===== src/rtl/l2_responder.sv =====
// l2_responder: direct-mapped, write-back L2 cache between an upstream cache
// and physical memory. Each line holds valid, dirty, tag and 128 bits of data.
//
// Address split: offset = address[3:0] (ignored), index = address[INDEX_BITS+3:4],
// tag = address[15:INDEX_BITS+4].
//
// Ports
//   clk, reset_n            clock; synchronous active-low reset
//   l2_address/l2_wdata     upstream request address and write line
//   l2_read/l2_write        upstream request strobes, held until l2_mem_resp
//   l2_dirty_out            upstream marks the written line dirty
//   l2_rdata/l2_dirty_in    returned line and its dirty bit (valid with l2_mem_resp)
//   l2_mem_resp             one-cycle completion pulse
//   pmem_*                  physical-memory read/write handshake
//   total_count/miss_count  saturating request and miss counters
module l2_responder #(
    parameter int INDEX_BITS = 4
) (
    input  logic         clk,
    input  logic         reset_n,
    input  logic [15:0]  l2_address,
    input  logic [127:0] l2_wdata,
    input  logic         l2_read,
    input  logic         l2_write,
    input  logic         l2_dirty_out,
    output logic [127:0] l2_rdata,
    output logic         l2_mem_resp,
    output logic         l2_dirty_in,
    output logic [15:0]  pmem_address,
    output logic [127:0] pmem_wdata,
    output logic         pmem_read,
    output logic         pmem_write,
    input  logic [127:0] pmem_rdata,
    input  logic         pmem_resp,
    output logic [15:0]  total_count,
    output logic [15:0]  miss_count
);

    localparam int LINES    = 1 << INDEX_BITS;
    localparam int TAG_BITS = 12 - INDEX_BITS;

    typedef enum logic [1:0] {
        IDLE,
        WRITEBACK,
        FILL,
        RESP
    } state_t;

    state_t state;

    logic [LINES-1:0]    valid;
    logic [LINES-1:0]    dirty;
    logic [TAG_BITS-1:0] tag_arr  [LINES];
    logic [127:0]        data_arr [LINES];

    logic [INDEX_BITS-1:0] idx;
    logic [TAG_BITS-1:0]   tag;
    logic                  hit;
    logic                  victim_dirty;

    // Request captured on leaving IDLE, used by WRITEBACK/FILL.
    logic [INDEX_BITS-1:0] req_idx;
    logic [TAG_BITS-1:0]   req_tag;
    logic                  req_wr;

    logic addr_offset_unused;

    assign idx                = l2_address[INDEX_BITS+3:4];
    assign tag                = l2_address[15:INDEX_BITS+4];
    assign hit                = valid[idx] && (tag_arr[idx] == tag);
    assign victim_dirty       = valid[idx] && dirty[idx];
    assign addr_offset_unused = ^l2_address[3:0];

    function automatic logic [15:0] sat_inc(input logic [15:0] v);
        return (v == 16'hFFFF) ? v : v + 16'd1;
    endfunction

    always_ff @(posedge clk) begin
        if (!reset_n) begin
            state       <= IDLE;
            valid       <= '0;
            dirty       <= '0;
            total_count <= '0;
            miss_count  <= '0;
            l2_mem_resp <= 1'b0;
            l2_dirty_in <= 1'b0;
            l2_rdata    <= '0;
            pmem_read   <= 1'b0;
            pmem_write  <= 1'b0;
        end else begin
            case (state)
                IDLE: begin
                    if (l2_read || l2_write) begin
                        req_idx <= idx;
                        req_tag <= tag;
                        req_wr  <= l2_write;
                        if (!hit) begin
                            miss_count <= sat_inc(miss_count);
                        end
                        // Write wins when both strobes are high.
                        if (l2_write && (hit || !victim_dirty)) begin
                            data_arr[idx] <= l2_wdata;
                            tag_arr[idx]  <= tag;
                            valid[idx]    <= 1'b1;
                            dirty[idx]    <= l2_dirty_out | (hit & dirty[idx]);
                            l2_dirty_in   <= 1'b0;
                            l2_mem_resp   <= 1'b1;
                            state         <= RESP;
                        end else if (!l2_write && hit) begin
                            l2_rdata    <= data_arr[idx];
                            l2_dirty_in <= dirty[idx];
                            l2_mem_resp <= 1'b1;
                            state       <= RESP;
                        end else if (victim_dirty) begin
                            pmem_write   <= 1'b1;
                            pmem_address <= {tag_arr[idx], idx, 4'b0000};
                            pmem_wdata   <= data_arr[idx];
                            state        <= WRITEBACK;
                        end else begin
                            pmem_read    <= 1'b1;
                            pmem_address <= {tag, idx, 4'b0000};
                            state        <= FILL;
                        end
                    end
                end

                WRITEBACK: begin
                    if (pmem_resp) begin
                        pmem_write <= 1'b0;
                        if (req_wr) begin
                            // Upstream still holds the write line; install it now.
                            data_arr[req_idx] <= l2_wdata;
                            tag_arr[req_idx]  <= req_tag;
                            valid[req_idx]    <= 1'b1;
                            dirty[req_idx]    <= l2_dirty_out;
                            l2_dirty_in       <= 1'b0;
                            l2_mem_resp       <= 1'b1;
                            state             <= RESP;
                        end else begin
                            pmem_read    <= 1'b1;
                            pmem_address <= {req_tag, req_idx, 4'b0000};
                            state        <= FILL;
                        end
                    end
                end

                FILL: begin
                    if (pmem_resp) begin
                        pmem_read         <= 1'b0;
                        data_arr[req_idx] <= pmem_rdata;
                        tag_arr[req_idx]  <= req_tag;
                        valid[req_idx]    <= 1'b1;
                        dirty[req_idx]    <= 1'b0;
                        l2_rdata          <= pmem_rdata;
                        l2_dirty_in       <= 1'b0;
                        l2_mem_resp       <= 1'b1;
                        state             <= RESP;
                    end
                end

                RESP: begin
                    l2_mem_resp <= 1'b0;
                    l2_dirty_in <= 1'b0;
                    total_count <= sat_inc(total_count);
                    state       <= IDLE;
                end

                default: state <= IDLE;
            endcase
        end
    end

endmodule

===== config.mk =====
export PLATFORM = sky130hd
export DESIGN_NAME = l2_responder
export DESIGN_NICKNAME = d
export VERILOG_FILES = /design/src/rtl/l2_responder.sv
export SDC_FILE = /design/constraint.sdc
export NUM_CORES = 2
export LEC_CHECK = 0
export ABC_AREA = 1
export BUFFER_PORTS_ARGS = -buffer_cell sky130_fd_sc_hd__clkbuf_2
export CORE_MARGIN = 4
export CORE_UTILIZATION = 49
export CTS_CLUSTER_DIAMETER = 50
export DETAILED_ROUTE_END_ITERATION = 10
export PLACE_DENSITY_LB_ADDON = 0.15
export REMOVE_ABC_BUFFERS = 1
export SLEW_MARGIN = 20
export SYNTH_ARGS = -nofsm -noshare
export SYNTH_HDL_FRONTEND = slang
export SYNTH_SLANG_ARGS = --single-unit

===== constraint.sdc =====
create_clock -name clk -period 12 [get_ports clk]
set_input_delay 1.2 -clock clk [delete_from_list [all_inputs] [get_ports clk]]
set_output_delay 1.2 -clock clk [all_outputs]
set_load 0.01 [all_outputs]

Word-level counts from Yosys, hierarchy flattened --
Memory sizes are Yosys's and may differ from the RTL's. Index checks and enable logic that the tools add are counted.
Cells by class: div/mod/pow operators 0, reduce and logical (&&, ||, !) cells 27, add/subtract/negate cells 2, equality and inequality tests 18, multiplexer cells 90, bitwise operators 13, $lt $le $gt $ge 4, shifts and indexed selects 0, $mul 0
Operator list (count):
- two-way mux 128 bit | 6
- two-way mux 16 bit | 16
- one-hot mux 128 bit (2 select lines) | 1
- OR reduction 128 bit | 1
- one-hot mux 16 bit (3 select lines) | 2
- two-way mux 1 bit | 43
- adder 16 x 1 -> 16 bit, second input constant | 2
- bitwise mux 16 bit | 2
- == test 16 bit, second input constant | 2
- bitwise OR 16 bit | 2
- one-hot mux 16 bit (2 select lines) | 1
- inequality test 2 bit, second input constant | 11
- AND reduction 6 bit | 3
- AND 16 bit | 1
- two-way mux 8 bit | 2
- inverter 16 bit | 1
- two-way mux 2 bit | 6
- < comparator 4 x 5 -> 1 bit, second input constant | 2
- AND reduction 5 bit | 2
- binary-select mux 1 bit (select 4 bit) | 2
- demux 1 bit (select 4 bit) | 2
- == test 8 bit | 1
- >= comparator 4 x 1 -> 1 bit, second input constant | 2
- two-way mux 4 bit | 2
- 22 further kinds | 39
Storage, ports and cells: bits in writable memories 2176, register bits after elaboration 355, memories kept 2, bits of input ports 278, ROM bits 0, latch bits 0, output and inout port bits 308
Memories:
- data_arr | depth 16, bits a word 128, rd ports 1, clocked after memory_dff 0, wr ports 1, RTL line 54 | logic [127:0] data_arr [LINES];
- tag_arr | depth 16, bits a word 8, rd ports 1, clocked after memory_dff 0, wr ports 1, RTL line 53 | logic [TAG_BITS-1:0] tag_arr [LINES];

Longest topological paths before layout --
depth in word-level cells 12, mapped depth 25, gate-level depth less buffers 22

Least setup slack after synthesis --
Ideal clock, no wire load.
path type input-to-reg, start input port l2_address[4], end register pmem_wdata[0] (read register of data_arr) (enable), data arrival time 11.029 ns, slack 0.199 ns, stages on the path 11, library setup time 0.772 ns, path through buf_4 nor2_1 buf_2 nand2_1 o21ai_0 o21ai_0 nand4_1 nand2_1 inv_2 nand2_2 nor3_1
On the way: word-level cells in the longest chain between the ends 8, elaborated cells between the ends (all ways) 15, those cells by class 1 x eq/ne; 4 x mux; 2 x bitwise; 7 x reduce/logical; 1 x memory
RTL lines:
- from (decl) | RTL line 21 | input logic [15:0] l2_address,
- branches (longest 7 deep; another with memory (16 x 8 bit))
- AND reduction 6 bit (no line) *
- to (decl) | RTL line 30 | output logic [127:0] pmem_wdata,
Mark *: on every way between the ends. The select of a mux whose other input is x is not followed. A chain may end at the register's enable or synchronous reset.

Worst setup path after layout --
start input port l2_address[6], end memory data_arr[1][61] (enable)
On the way: word-level cells in the longest chain between the ends 12, elaborated cells between the ends (all ways) 18, those cells by class 1 x eq/ne; 11 x mux; 5 x reduce/logical; 1 x memory
RTL lines (RTL line):
- branches (longest 12 deep; another with memory (16 x 8 bit))
- to (decl) | 54
Several ways; the timed one is not identified. The select of a mux whose other input is x is not followed.

==> reports/qor.txt <==
minimum clock period: 6.39 ns
Mapped Avg Cell Area: 13.9 um2
Post-CTS Setup Bufs: 0
Die Span Y: 455 um
Setup TNS: 0 ns
Async SR Flop Fraction: 0
area occupied by multi-input gates: 21,000 um2
Worst Max-Slew Pin Slew: 1.37 ns
placed cells: 10.0k
largest cells by area after synthesis: edfxtp_1 71%, a22oi_1 7.9%, nand2_1 4.5%
ys flop type: edfxtp_1
max-slew violations: 0
highest clock rate: 0.156 GHz
Gate Count Post-Synth: 7,021
vias in the first global route: 60.3k
fillers: 15.7k
DR iter-0 viols: 5,436
Final ANT Viol Nets: 0
DIE WIDTH: 455 um
EDFF count, synth: 2,329
unrepaired setup endpoints after global routing: false
total wire length: 261,000 um
dominant cell type by area after synthesis: edfxtp_1
PwrDens: 190 nW/um2
IO Count: 586
drt drc: 0
commonest non-fill, non-tap cell in the layout: edfxtp_1
final count of hold timing violations: 0
Syn. warnings: 0
share of layout cells above drive strength 1: 0.158
DR vias/cell: 5.79
GRT Total Usage: 0.246
CTS root buf: clkbuf_16
GP Congestion: 0.826
Post-Route Skew: 0.0486 ns
post_cts resized: 0
Netlist cell types: 40
first-pass GRT wire length: 384,000 um
area grow syn2layout: 15.9%
Crit Path Max Fanout: 53
Final nets: 7,946
die footprint: 207,000 um2
leakage: 40.6 nW
clock latency on the worst-skew pair: 0.92 ns
Rows: 163
Worst slew margin: 0.0868
Starting Density: 0.494
clock tree sinks: 2,527
register area: 73,900 um2
CP Data Required Time: 12.51 ns
hold crit path type: flop to flop
CTS tree: yes
share of the synthesized area in the top cell type: 0.714
critical path capture point type: flop
CTS Buf Count: 292
status: finished clean
Post-Synthesis Cell Area: 97,900 um2
sequential share of the synthesized area: 0.755
Max Cap Viol: 0
post-DR wirelength/cell: 24.8 um
crit path launch type: input port
TritonRoute pass-1 iters: 6
final worst-path cycle share: 0.533
Layout Cells excl Fill: 10.5k
core box area: 198,000 um2
final setup violation count: 0
H-tree depth: 5
I/O Buffers: 577
critical path data arrival time: 6.90 ns
worst setup path class: input port to flop
total grt overflow: 0
Vias: 60.9k
initial antenna violation count: 6
Worst-path clk slew: 0.06 ns
DP HPWL: 127,000 um
most frequent cells in the layout: 2,329 x edfxtp_1, 1,173 x nand2_1, 1,024 x a22oi_1
#FFs+latches synth: 2,527
hold buffer count at cts: 0
largest net degree at the start of global routing: 183
CTS Buffer Depth: 4
Max VDD drop: 0.140 mV
## area by class of cell
type / instances / area share
diodes: 2 / 0.0000441
clock buffers: 376 / 0.0697
clock inverters: 129 / 0.0105
inverters: 366 / 0.0122
multi-input cells: 3684 / 0.185
flip-flops and latches: 2527 / 0.651
well taps: 2640 / 0.0291
repair buffers: 790 / 0.0421
## flip-flops by register name, indices dropped and copies added (netlist names), named ones only
register / cells
req_tag: 8
valid: 16
total_count: 16
l2_dirty_in: 1
l2_mem_resp: 1
pmem_write: 1
data_arr: 2048
pmem_read: 1
pmem_address: 12
l2_rdata: 128
req_idx: 4
req_wr: 1
state: 2
tag_arr: 128
pmem_wdata: 128
miss_count: 16
## routing by layer
metal  track usage  up-vias  routed length (um)
met5             0        -                  13
met4        0.0698        2                6300
met3        0.0350      402               15800
met2         0.425     2136              132000
met1         0.327    30600              107000
li1              -    27700                   -
## through the flow
step | total power, W | hold WS (ns) | util | instance area [um2] | setup WS, ns
2_1_floorplan | 0.0123 | 0.441 | - | 96000 | -15.49
3_3_place_gp | 0.0132 | 0.449 | 0.527 | 104000 | 4.69
3_5_place_dp | 0.0133 | 0.453 | 0.527 | 104000 | 4.62
4_1_cts | 0.0217 | 0.462 | 0.573 | 113000 | 5.59
5_1_grt | 0.0224 | 0.483 | 0.573 | 113000 | 5.31
6_report | 0.0216 | 0.468 | 0.573 | 113000 | 5.61
## synth_stat cells, drive strengths merged, types with 2 or more instances
library cell,instances
a2111o,128
a21boi,256
a21oi,179
a22oi,1024
a31oi,2
buf,101
clkbuf,346
clkinv,2
dfxtp,198
edfxtp,2329
ha,7
inv,364
nand2,1179
nand3,75
nand4,13
nor2,385
nor3,16
nor3b,3
nor4,2
o211ai,40
o21a,4
o21ai,353
o22ai,6
or2,2
xor2,3
## logic make-up after synthesis
family,count (synthesis),share of synthesized area
xor+xnor,3,0.000268
buf+inv,813,0.0335
other cells,1,0.0000383
fa+ha+maj,7,0.000894
flops,2527,0.755
simple gates,1675,0.0663
compound gates,1995,0.144
## critical path: stages
cell and delay [ns]:
clkbuf_2 0.18, nor2_4 0.13, buf_4 0.70, buf_4 0.87, nand2_1 0.20, nand2_1 0.13, o21ai_0 0.09, nand2_1 0.08
nand2_1 0.05, nor2_1 0.13, nand3_1 0.21, nand2_2 0.16, nand3_2 0.14, o21ai_0 0.39, nand3_1 0.43, nor2_4 0.19
buf_4 0.67, buf_4 0.85
## final timing paths
check        cells past startpoint  slack (ns)         endpoint     startpoint
min                              2        0.47         valid[0]       valid[0]
max reg2reg                     17        7.05  data_arr[1][61]  tag_arr[1][0]
max                             18        5.61  data_arr[1][61]  l2_address[6]
min reg2reg                      2        0.47         valid[0]       valid[0]
## where the power goes
part / switching [W] / internal, W
registers: 0.000134 / 0.0103
logic: 0.00194 / 0.000732
clock network: 0.00346 / 0.00501
Power figures use the tool's default switching activity.
